--- src/rtl/audio_dac_tx.sv ---
// I2S-style mono-to-stereo serial DAC transmitter: offset-binary samples in, bclk/lrclk/sdata out.
// Define DAC_TX_UNDERRUN_CNT_EN to add a saturating underrun_count output.
module audio_dac_tx #(
  parameter int CLK_DIV   = 4,
  parameter int SLOT_BITS = 32
) (
  input  logic        clk,
  input  logic        rst,
  input  logic [17:0] sample_in,
  input  logic        sample_valid,
  output logic        sample_ready,
  output logic        bclk,
  output logic        lrclk,
  output logic        sdata,
  output logic        underrun
`ifdef DAC_TX_UNDERRUN_CNT_EN
  ,
  output logic [15:0] underrun_count
`endif
);

  localparam int FRAME_BITS = 2 * SLOT_BITS;
  localparam int CW         = $clog2(FRAME_BITS);
  localparam int DW         = $clog2(CLK_DIV);

  logic [DW-1:0] div_q, div_d;
  logic [CW-1:0] bit_q, bit_d;
  logic          bclk_q, bclk_d;
  logic          lrclk_q, lrclk_d;
  logic          sdata_q, sdata_d;
  logic          und_q, und_d;
  logic          full_q, full_d;
  logic [17:0]   hold_q, hold_d;
  logic [17:0]   last_q, last_d;
  logic [17:0]   word_q, word_d;

  logic          div_wrap;
  logic          fall_evt;
  logic          frame_start;
  logic          xfer;
  logic [CW-1:0] pos;
  logic [4:0]    idx;

  // Valid/ready: a sample moves when sample_valid && sample_ready at a rising clk edge;
  // ready is simply "holding register empty", so a waiting sample is never overwritten.
  assign xfer = sample_valid && !full_q;

  always_comb begin
    div_d       = div_q;
    bit_d       = bit_q;
    bclk_d      = bclk_q;
    lrclk_d     = lrclk_q;
    sdata_d     = sdata_q;
    full_d      = full_q;
    hold_d      = hold_q;
    last_d      = last_q;
    word_d      = word_q;
    pos         = '0;
    idx         = '0;

    div_wrap    = (div_q == DW'(CLK_DIV - 1));
    fall_evt    = div_wrap && bclk_q;
    frame_start = fall_evt && (bit_q == CW'(FRAME_BITS - 1));
    und_d       = frame_start && !full_q;

    div_d = div_wrap ? '0 : div_q + 1'b1;
    if (div_wrap) bclk_d = ~bclk_q;

    if (fall_evt) begin
      bit_d   = frame_start ? '0 : bit_q + 1'b1;
      lrclk_d = (bit_d >= CW'(SLOT_BITS));
      pos     = lrclk_d ? bit_d - CW'(SLOT_BITS) : bit_d;
      // Position 0 is the I2S delay bit; the word is loaded on the same edge, so it is not yet needed.
      if ((pos >= CW'(1)) && (pos <= CW'(18))) begin
        idx     = 5'(CW'(18) - pos);
        sdata_d = word_q[idx];
      end else begin
        sdata_d = 1'b0;
      end
    end

    if (frame_start) begin
      if (full_q) begin
        word_d = {~hold_q[17], hold_q[16:0]};
        last_d = hold_q;
        full_d = 1'b0;
      end else begin
        word_d = {~last_q[17], last_q[16:0]};
      end
    end

    if (xfer) begin
      hold_d = sample_in;
      full_d = 1'b1;
    end
  end

  always_ff @(posedge clk) begin
    if (rst) begin
      div_q   <= '0;
      bit_q   <= CW'(FRAME_BITS - 1);
      bclk_q  <= 1'b0;
      lrclk_q <= 1'b0;
      sdata_q <= 1'b0;
      und_q   <= 1'b0;
      full_q  <= 1'b0;
      hold_q  <= '0;
      last_q  <= 18'h20000;
      word_q  <= '0;
    end else begin
      div_q   <= div_d;
      bit_q   <= bit_d;
      bclk_q  <= bclk_d;
      lrclk_q <= lrclk_d;
      sdata_q <= sdata_d;
      und_q   <= und_d;
      full_q  <= full_d;
      hold_q  <= hold_d;
      last_q  <= last_d;
      word_q  <= word_d;
    end
  end

  assign sample_ready = ~full_q;
  assign bclk         = bclk_q;
  assign lrclk        = lrclk_q;
  assign sdata        = sdata_q;
  assign underrun     = und_q;

`ifdef DAC_TX_UNDERRUN_CNT_EN
  logic [15:0] ucnt_q, ucnt_d;

  always_comb begin
    ucnt_d = ucnt_q;
    if (und_q && (ucnt_q != 16'hFFFF)) ucnt_d = ucnt_q + 16'd1;
  end

  always_ff @(posedge clk) begin
    if (rst) ucnt_q <= '0;
    else     ucnt_q <= ucnt_d;
  end

  assign underrun_count = ucnt_q;
`else
  // Underruns are reported only through the one-cycle pulse.
`endif

endmodule

--- config.mk ---
export PLATFORM = sky130hd
export DESIGN_NAME = audio_dac_tx
export DESIGN_NICKNAME = d
export VERILOG_FILES = /design/src/rtl/audio_dac_tx.sv
export SDC_FILE = /design/constraint.sdc
export NUM_CORES = 1
export LEC_CHECK = 0
export ABC_CLOCK_PERIOD_IN_PS = 5200
export CORE_AREA = 3 3 101 84
export DETAILED_ROUTE_END_ITERATION = 10
export DIE_AREA = 0 0 104 87
export PLACE_DENSITY = 0.57
export SLEW_MARGIN = 30
export SYNTH_ARGS = -nofsm -noshare
export SYNTH_HDL_FRONTEND = slang
export SYNTH_SLANG_ARGS = --single-unit
export TNS_END_PERCENT = 5
--- constraint.sdc ---
create_clock -name clk -period 5.2 [get_ports clk]
set_clock_uncertainty 0.2 [all_clocks]
set_input_delay 1.56 -clock clk [delete_from_list [all_inputs] [get_ports clk]]
set_output_delay 1.56 -clock clk [all_outputs]
set_load 0.05 [all_outputs]
# Yosys cells after proc, flatten, opt, wreduce, memory -nomap -nowiden
# Index checks and enable logic that the tools add are counted.
[classes] n_addsub=4 magnitude_cmp=4 eq_ne=2 muxes=8 bitwise_logic=4 n_reduce_logical=9
[ops] cell="$mux W18" count=1
[ops] cell="$mux W6" count=2
[ops] cell="$add A6 B1 Y6 const B" count=1
[ops] cell="$eq A6 B6 Y1 const B" count=1
[ops] cell="$ge A6 B1 Y1 const B" count=1
[ops] cell="$ge A6 B6 Y1 const B" count=1
[ops] cell="$le A6 B5 Y1 const B" count=1
[ops] cell="$lt A5 B6 Y1 const B" count=1
[ops] cell="$sub A6 B6 Y6 const B" count=1
[ops] cell="$bmux W1 S5" count=1
[ops] cell="$logic_and A1 B1 Y1" count=5
[ops] cell="$sub A5 B5 Y5 const A" count=1
[ops] cell="$mux W1" count=4
[ops] cell="$not A1 Y1" count=4
[ops] cell="$add A2 B1 Y2 const B" count=1
[ops] cell="$eq A2 B2 Y1 const B" count=1
[ops] cell="$reduce_and A2 Y1" count=1
[ops] cell="$reduce_bool A2 Y1" count=1
[ops] cell="$reduce_or A2 Y1" count=1
[ops] cell="$logic_not A1 Y1" count=1
[totals] regBits=67 in_bits=21 out_inout_bits=5 wordCells=41

# Longest topological paths before layout
# Gate-level depths: netlist of the first run.
[depth] ltp_word=10 depth_mapped=9 ltp_nobuf=8

# Least setup slack after synthesis of the first run
# Ideal clock, no wire load.
[synth_timing] path_type="input port to flip-flop" startpoint="input port sample_valid" endpoint="register hold_q[14]" setup_ns=0.070 t_arrival_ns=2.376 required_time_ns=4.930 slack_ns=2.554 cell_stages=5 path_cell_list="nor2b_1 -> clkbuf_1 -> clkbuf_1 -> nand2_1 -> a21oi_1"
[synth_between] elab_chain_len=1
[synth_rtl] item="start, declared" line_no="10" text="input logic sample_valid,"
[synth_rtl] item="$logic_and A1 B1 Y1" line_no="46" text="assign xfer = sample_valid && !full_q;"
[synth_rtl] item="end signal, assigned" line_no="118" text="hold_q <= hold_d;"
[synth_rtl] item="end, declared" line_no="33" text="logic [17:0] hold_q, hold_d;"
# No other way between the ends.
# A chain may end at the register's enable or synchronous reset.

# Worst setup path after layout of the first run
[layout_timing] startpoint="register bclk_q, in the netlist bclk" endpoint="output port bclk"
[layout_lines] item="start, declared" line_no="28" text="logic bclk_q, bclk_d;"
[layout_lines] item="start signal, assigned" line_no="113" text="bclk_q <= bclk_d;"
[layout_lines] item="end, declared" line_no="12" text="output logic bclk,"
# No word-level cell between the ends.

==> reports/qor.yml, run 1 <==
outcome:
  status: "completed"
global_routing:
  grt_first_pass_wirelength_mm: 10.7
  grt_pass1_vias: 2224
  overflow: 0
  gr-usage-all-layers: 0.146
  grt_start_max_net_pins: 62
  antenna_found_initial: 0
worst_setup_path:
  critPathKind: "reg2out"
  max_stage_delay_ps: 840
  reg2reg_slack_ps: 2070
  cp.arrival_ps: 1600
  end_kind: "output pin"
  path_delay_family: "buffers and inverters"
  worst-path-buf-inv: 1
  path_max_fanout: 5
  critical_path_required_ps: 3440
  start_kind: "register"
  crit_slowest_cell: "clkdlybuf4s50_1"
  path_cells: "clkdlybuf4s50_1"
logic_synthesis:
  synth_top_area_cell: "dfxtp_1"
  synthMostInstantiatedCell: "nand2_1"
  postSynthCellCount: 353
  synth-edff-count: 0
  yosysWarnings: 0
  synth_area_um2: 2980
  async_flop_share: 0
  ys_seq_area_frac: 0.450
  synth_cell_types: 45
  synthesis.nets: 379
  yosys.area.top_type_share: 0.450
  ys_top_cells_by_count: "nand2_1 (87), dfxtp_1 (67), a21oi_1 (41), mux2i_1 (28), nor2_1 (25)"
  ys.flop_type: "dfxtp_1"
  synth_area_leaders: "dfxtp_1 (45%), nand2_1 (11%), mux2i_1 (9.4%)"
  ys_ff_latch: 67
  postSynthAreaPerCell_um2: 8.44
route:
  wl_met2_mm: 2.74
  vias_per_cell: 4.91
  met1_length_mm: 3.19
  post-route-drc-count: 0
  antenna_left: 0
  num_vias: 2348
  wl_per_cell_um: 13.0
  wl_mm: 6.21
  first_iter_violations: 107
  top_layer_used: "met4"
  drt-pass1-iter-count: 4
  wl_met3_um: 221
timing:
  fin_setup_tns_ps: 0
  setup_viol: 0
  clock.fmax_ghz: 0.297
  slew_violations: 0
  min_period_over_period: 0.647
  maxSlewHeadroom: 0.449
  worst_pin_slew_ps: 825
  rsz0062_at_grt: "false"
  hold_ws_ps: 228
  final.min_clock_period_ps: 3360
  hold_violations: 0
finish:
  utilization: 0.465
  fill_cells: 768
  seqCellArea_um2: 1340
  diodes: 0
  fin_nets: 394
  multiInputGateArea_um2: 1500
  syn_to_final_growth_pct: 16.0
  final_cells: 478
  final_layout_size_suffix_gt1_frac: 0.0724
pwr:
  power.density_nw_per_um2: 292
  max-vdd-ir-drop_mv: 0.182
  leakagePower_nw: 1.21
  power_w: 0.00101
floorplanning:
  coreArea_um2: 7430
  start_util: 0.401
  die_w_um: 104
  io_pins: 26
  dieArea_um2: 9050
  fp.dieH_um: 87
  rows: 28
hold_path:
  holdCritPathClass: "reg2reg"
cts:
  clk_pin_slew_ps: 80
  cts_buffers: 9
  cts_tree: "yes"
  clock-sinks: 67
  insertion_delay_ps: 340
  cts_root_buf: "clkbuf_8"
  cts_hold_buf: 0
  cts_repair_resize_count: 0
  clock_path_buffers: 2
  cts-htree-levels: 3
  post_cts_buffers: 0
placement:
  placedCellCount: 462
  gp_congestion: 0.815
  dp_hpwl_mm: 3.98
  io_buffers: 25
flow_run:
  max_cap_violations: 0
[cells by family after synthesis]
group	Yosys count	share of synthesized area
AND/OR/NAND/NOR	136	0.195
XOR/XNOR	9	0.0290
flip-flops	67	0.450
buffers and inverters	31	0.0471
adder cells (fa/ha/maj)	5	0.0210
multiplexers	28	0.0941
AO/OA/AOI/OAI	77	0.163
[final cells by class]
class                      count  share of cell area
inverter                       6             0.00652
clock inverter                 7              0.0174
sequential                    67               0.388
clock buffer                   9              0.0359
multi-input combinational    255               0.434
tap                          105              0.0380
timing repair buffer          29              0.0797
[final timing paths]
| check | from | to | cells after the start |
|---|---|---|---|
| hold / removal | div_q[0] | div_q[0] | 1 |
| setup reg to reg | bit_q[0] | sdata | 8 |
| setup / recovery | bclk | bclk | 1 |
| hold reg to reg | div_q[0] | div_q[0] | 1 |
[registers in the layout (all words and copies together) (netlist names)]
name / cells
bclk: 1
bit_q: 6
div_q: 2
full_q: 1
hold_q: 18
last_q: 18
lrclk: 1
sdata: 1
underrun: 1
word_q: 18
[per-stage QoR]
stage	setup WS, ps	area, um2
finish	1840	3450
global route	1760	3450
CTS	1810	3450
detailed placement	2080	3270
global placement	2110	3270
floorplan	2550	2980
[power by group]
part           leakage [nW]   total, W  switching, W  internal [W]
registers             0.544   0.000535    0.00000979      0.000525
clock network        0.0844   0.000393      0.000213      0.000180
logic                 0.578  0.0000791     0.0000434     0.0000357
total                  1.21    0.00101      0.000266      0.000741
[cells in the final DEF, fill, tap and decap left out, types with 2 or more instances in the layout]
cell type / count
xnor2_1: 3
nand2b_1: 3
a21oi_1: 41
a211oi_1: 18
nor2_2: 2
clkinvlp_4: 3
nor2b_1: 2
inv_6: 2
o311ai_0: 2
o21ai_0: 4
nor2_1: 24
xor2_1: 5
nor3_1: 4
mux2i_1: 28
clkdlybuf4s50_1: 24
clkbuf_8: 9
nand3_1: 4
buf_4: 4
inv_1: 6
ha_1: 5
o211ai_1: 2
dfxtp_1: 67
nand2_1: 87
[worst register-to-register path, stage by stage, from the launching register on]
cell	delay [ps]
dfxtp_1	530
ha_1	420
nand3_2	200
nor2_2	600
buf_4	380
o21ai_0	180
mux2i_1	160
a311o_1	300
o21ai_1	110
[metal layers]
layer  GRT usage  vias up
met4      0.0507        0
met1       0.185     1064
met2       0.240       39
met5           0        -
li1            -     1241
met3      0.0452        4
Power figures use the tool's default switching activity.
==> inputs of run 2 (changes only) <==
--- a/config.mk
+++ b/config.mk
@@ -5,11 +5,11 @@
 export SDC_FILE = /design/constraint.sdc
 export NUM_CORES = 1
 export LEC_CHECK = 0
-export ABC_CLOCK_PERIOD_IN_PS = 5200
+export ABC_CLOCK_PERIOD_IN_PS = 2770
 export CORE_AREA = 3 3 101 84
 export DETAILED_ROUTE_END_ITERATION = 10
 export DIE_AREA = 0 0 104 87
-export PLACE_DENSITY = 0.57
+export PLACE_DENSITY = 0.59
 export SLEW_MARGIN = 30
 export SYNTH_ARGS = -nofsm -noshare
 export SYNTH_HDL_FRONTEND = slang
==> constraint.sdc (replaced) <==
create_clock -name clk -period 2.77 [get_ports clk]
set_clock_uncertainty 0.2 [all_clocks]
set_input_delay 0.831 -clock clk [delete_from_list [all_inputs] [get_ports clk]]
set_output_delay 0.831 -clock clk [all_outputs]
set_load 0.05 [all_outputs]
==> run 2 against run 1 <==
Sequential cell count unchanged; critical endpoint unchanged; final area increased by 1.6%; largest power group unchanged; sequential share of layout area decreased by 0.62 points; core utilization increased by 0.76 points; setup slack worse by 1700 ps; worst hold slack improved by 3.3 ps; sequential power rose by 87%.
==> reports/qor.yml, run 2 (synthesized netlist as in run 1, its figures left out) <==
outcome:
  status: "completed"
route:
  drt-pass1-iter-count: 4
  post-route-drc-count: 0
  wl_per_cell_um: 12.9
  vias_per_cell: 4.86
  wl_mm: 6.23
  first_iter_violations: 101
  num_vias: 2352
  antenna_left: 0
finish:
  final_cells: 484
  multiInputGateArea_um2: 1500
  final_common_cell: "nand2_1"
  syn_to_final_growth_pct: 17.9
  final_cell_mix: "nand2_1 (87), dfxtp_1 (67), a21oi_1 (41)"
  diodes: 0
  utilization: 0.473
  reg_top3: "hold_q (18), last_q (18), word_q (18)"
  fin_nets: 401
  seqCellArea_um2: 1340
  fill_cells: 752
  final_layout_size_suffix_gt1_frac: 0.0897
pwr:
  power.density_nw_per_um2: 553
  leakagePower_nw: 1.24
  power_w: 0.00194
  max-vdd-ir-drop_mv: 0.211
worst_setup_path:
  end_kind: "output pin"
  start_kind: "register"
  path_max_fanout: 5
  critical_path_required_ps: 1740
  crit_slowest_cell: "clkdlybuf4s50_1"
  worst-path-buf-inv: 1
  cp.arrival_ps: 1590
  critPathKind: "reg2out"
  path_delay_family: "buffers and inverters"
  max_stage_delay_ps: 840
  path_cells: "clkdlybuf4s50_1"
hold_path:
  holdCritPathClass: "reg2reg"
timing:
  rsz0062_at_grt: "false"
  min_period_over_period: 0.947
  slew_violations: 0
  worst_pin_slew_ps: 615
  maxSlewHeadroom: 0.589
  final.min_clock_period_ps: 2620
  clock.fmax_ghz: 0.381
  hold_violations: 0
  setup_viol: 0
  fin_setup_tns_ps: 0
floorplanning:
  coreArea_um2: 7430
  die_w_um: 104
  rows: 28
  io_pins: 26
  fp.dieH_um: 87
  start_util: 0.401
  dieArea_um2: 9050
flow_run:
  max_cap_violations: 0
cts:
  cts_tree: "yes"
  clk_pin_slew_ps: 70
  clock_path_buffers: 2
  insertion_delay_ps: 340
  clock-sinks: 67
  cts_hold_buf: 0
  cts_buffers: 9
  cts_repair_resize_count: 0
  cts-htree-levels: 3
  post_cts_buffers: 0
  cts_root_buf: "clkbuf_8"
global_routing:
  overflow: 0
  gr-usage-all-layers: 0.148
  grt_pass1_vias: 2238
  grt_start_max_net_pins: 24
  grt_first_pass_wirelength_mm: 10.9
  antenna_found_initial: 0
placement:
  placedCellCount: 469
  io_buffers: 25
  gp_congestion: 0.887
  dp_hpwl_mm: 4.39
==> run 2: cell count changes in the layout (fill, tap and decap cells not counted) <==
cell / previous run / this run
bufinv_16: 0 / 1
clkdlybuf4s50_1: 24 / 23
inv_8: 1 / 0
buf_4: 4 / 12
clkinv_2: 0 / 1
inv_6: 2 / 1
clkinv_4: 1 / 0
==> run 2: power by group <==
group	internal (W)	total [W]	leakage, nW	switching [W]
Sequential	0.000987	0.00100	0.544	0.0000177
Combinational	0.0000689	0.000151	0.613	0.0000824
Clock	0.000412	0.000784	0.0877	0.000373
Total	0.00147	0.00194	1.24	0.000473
==> run 2: layout make-up <==
cell class,count,area share
Clock inverter,6,0.0189
Inverter,6,0.00642
Tap cell,105,0.0374
Sequential cell,67,0.382
Timing Repair Buffer,36,0.0927
Clock buffer,9,0.0353
Multi-Input combinational cell,255,0.427
==> run 2: routing by layer <==
| metal | up-vias | wire (um) | GRT usage | part of all wire |
|---|---|---|---|---|
| li1 | 1251 | - | - | - |
| met1 | 1048 | 3140 | 0.197 | 0.50 |
| met2 | 46 | 2730 | 0.237 | 0.44 |
| met3 | 7 | 286 | 0.0400 | 0.046 |
| met4 | 0 | 74 | 0.0471 | 0.012 |
| met5 | - | 0 | 0 | 0 |
==> run 2: path summary, 6_finish.rpt <==
| check | startpoint | endpoint | slack (ps) | cells after the start |
|---|---|---|---|---|
| worst max-delay path | bclk | bclk | 150 | 1 |
| worst min-delay path | div_q[0] | div_q[0] | 230 | 1 |
| worst max register to register | bit_q[0] | sdata | 210 | 7 |
| worst min register to register | div_q[0] | div_q[0] | 230 | 1 |
==> run 2: per-stage QoR <==
stage	worst slack (ps)	instance area (um2)	hold WS (ps)
2_1_floorplan	551	2980	204
3_3_place_gp	306	3320	213
4_1_cts	123	3510	239
6_report	147	3510	231
3_5_place_dp	226	3320	229
5_1_grt	27.8	3510	275
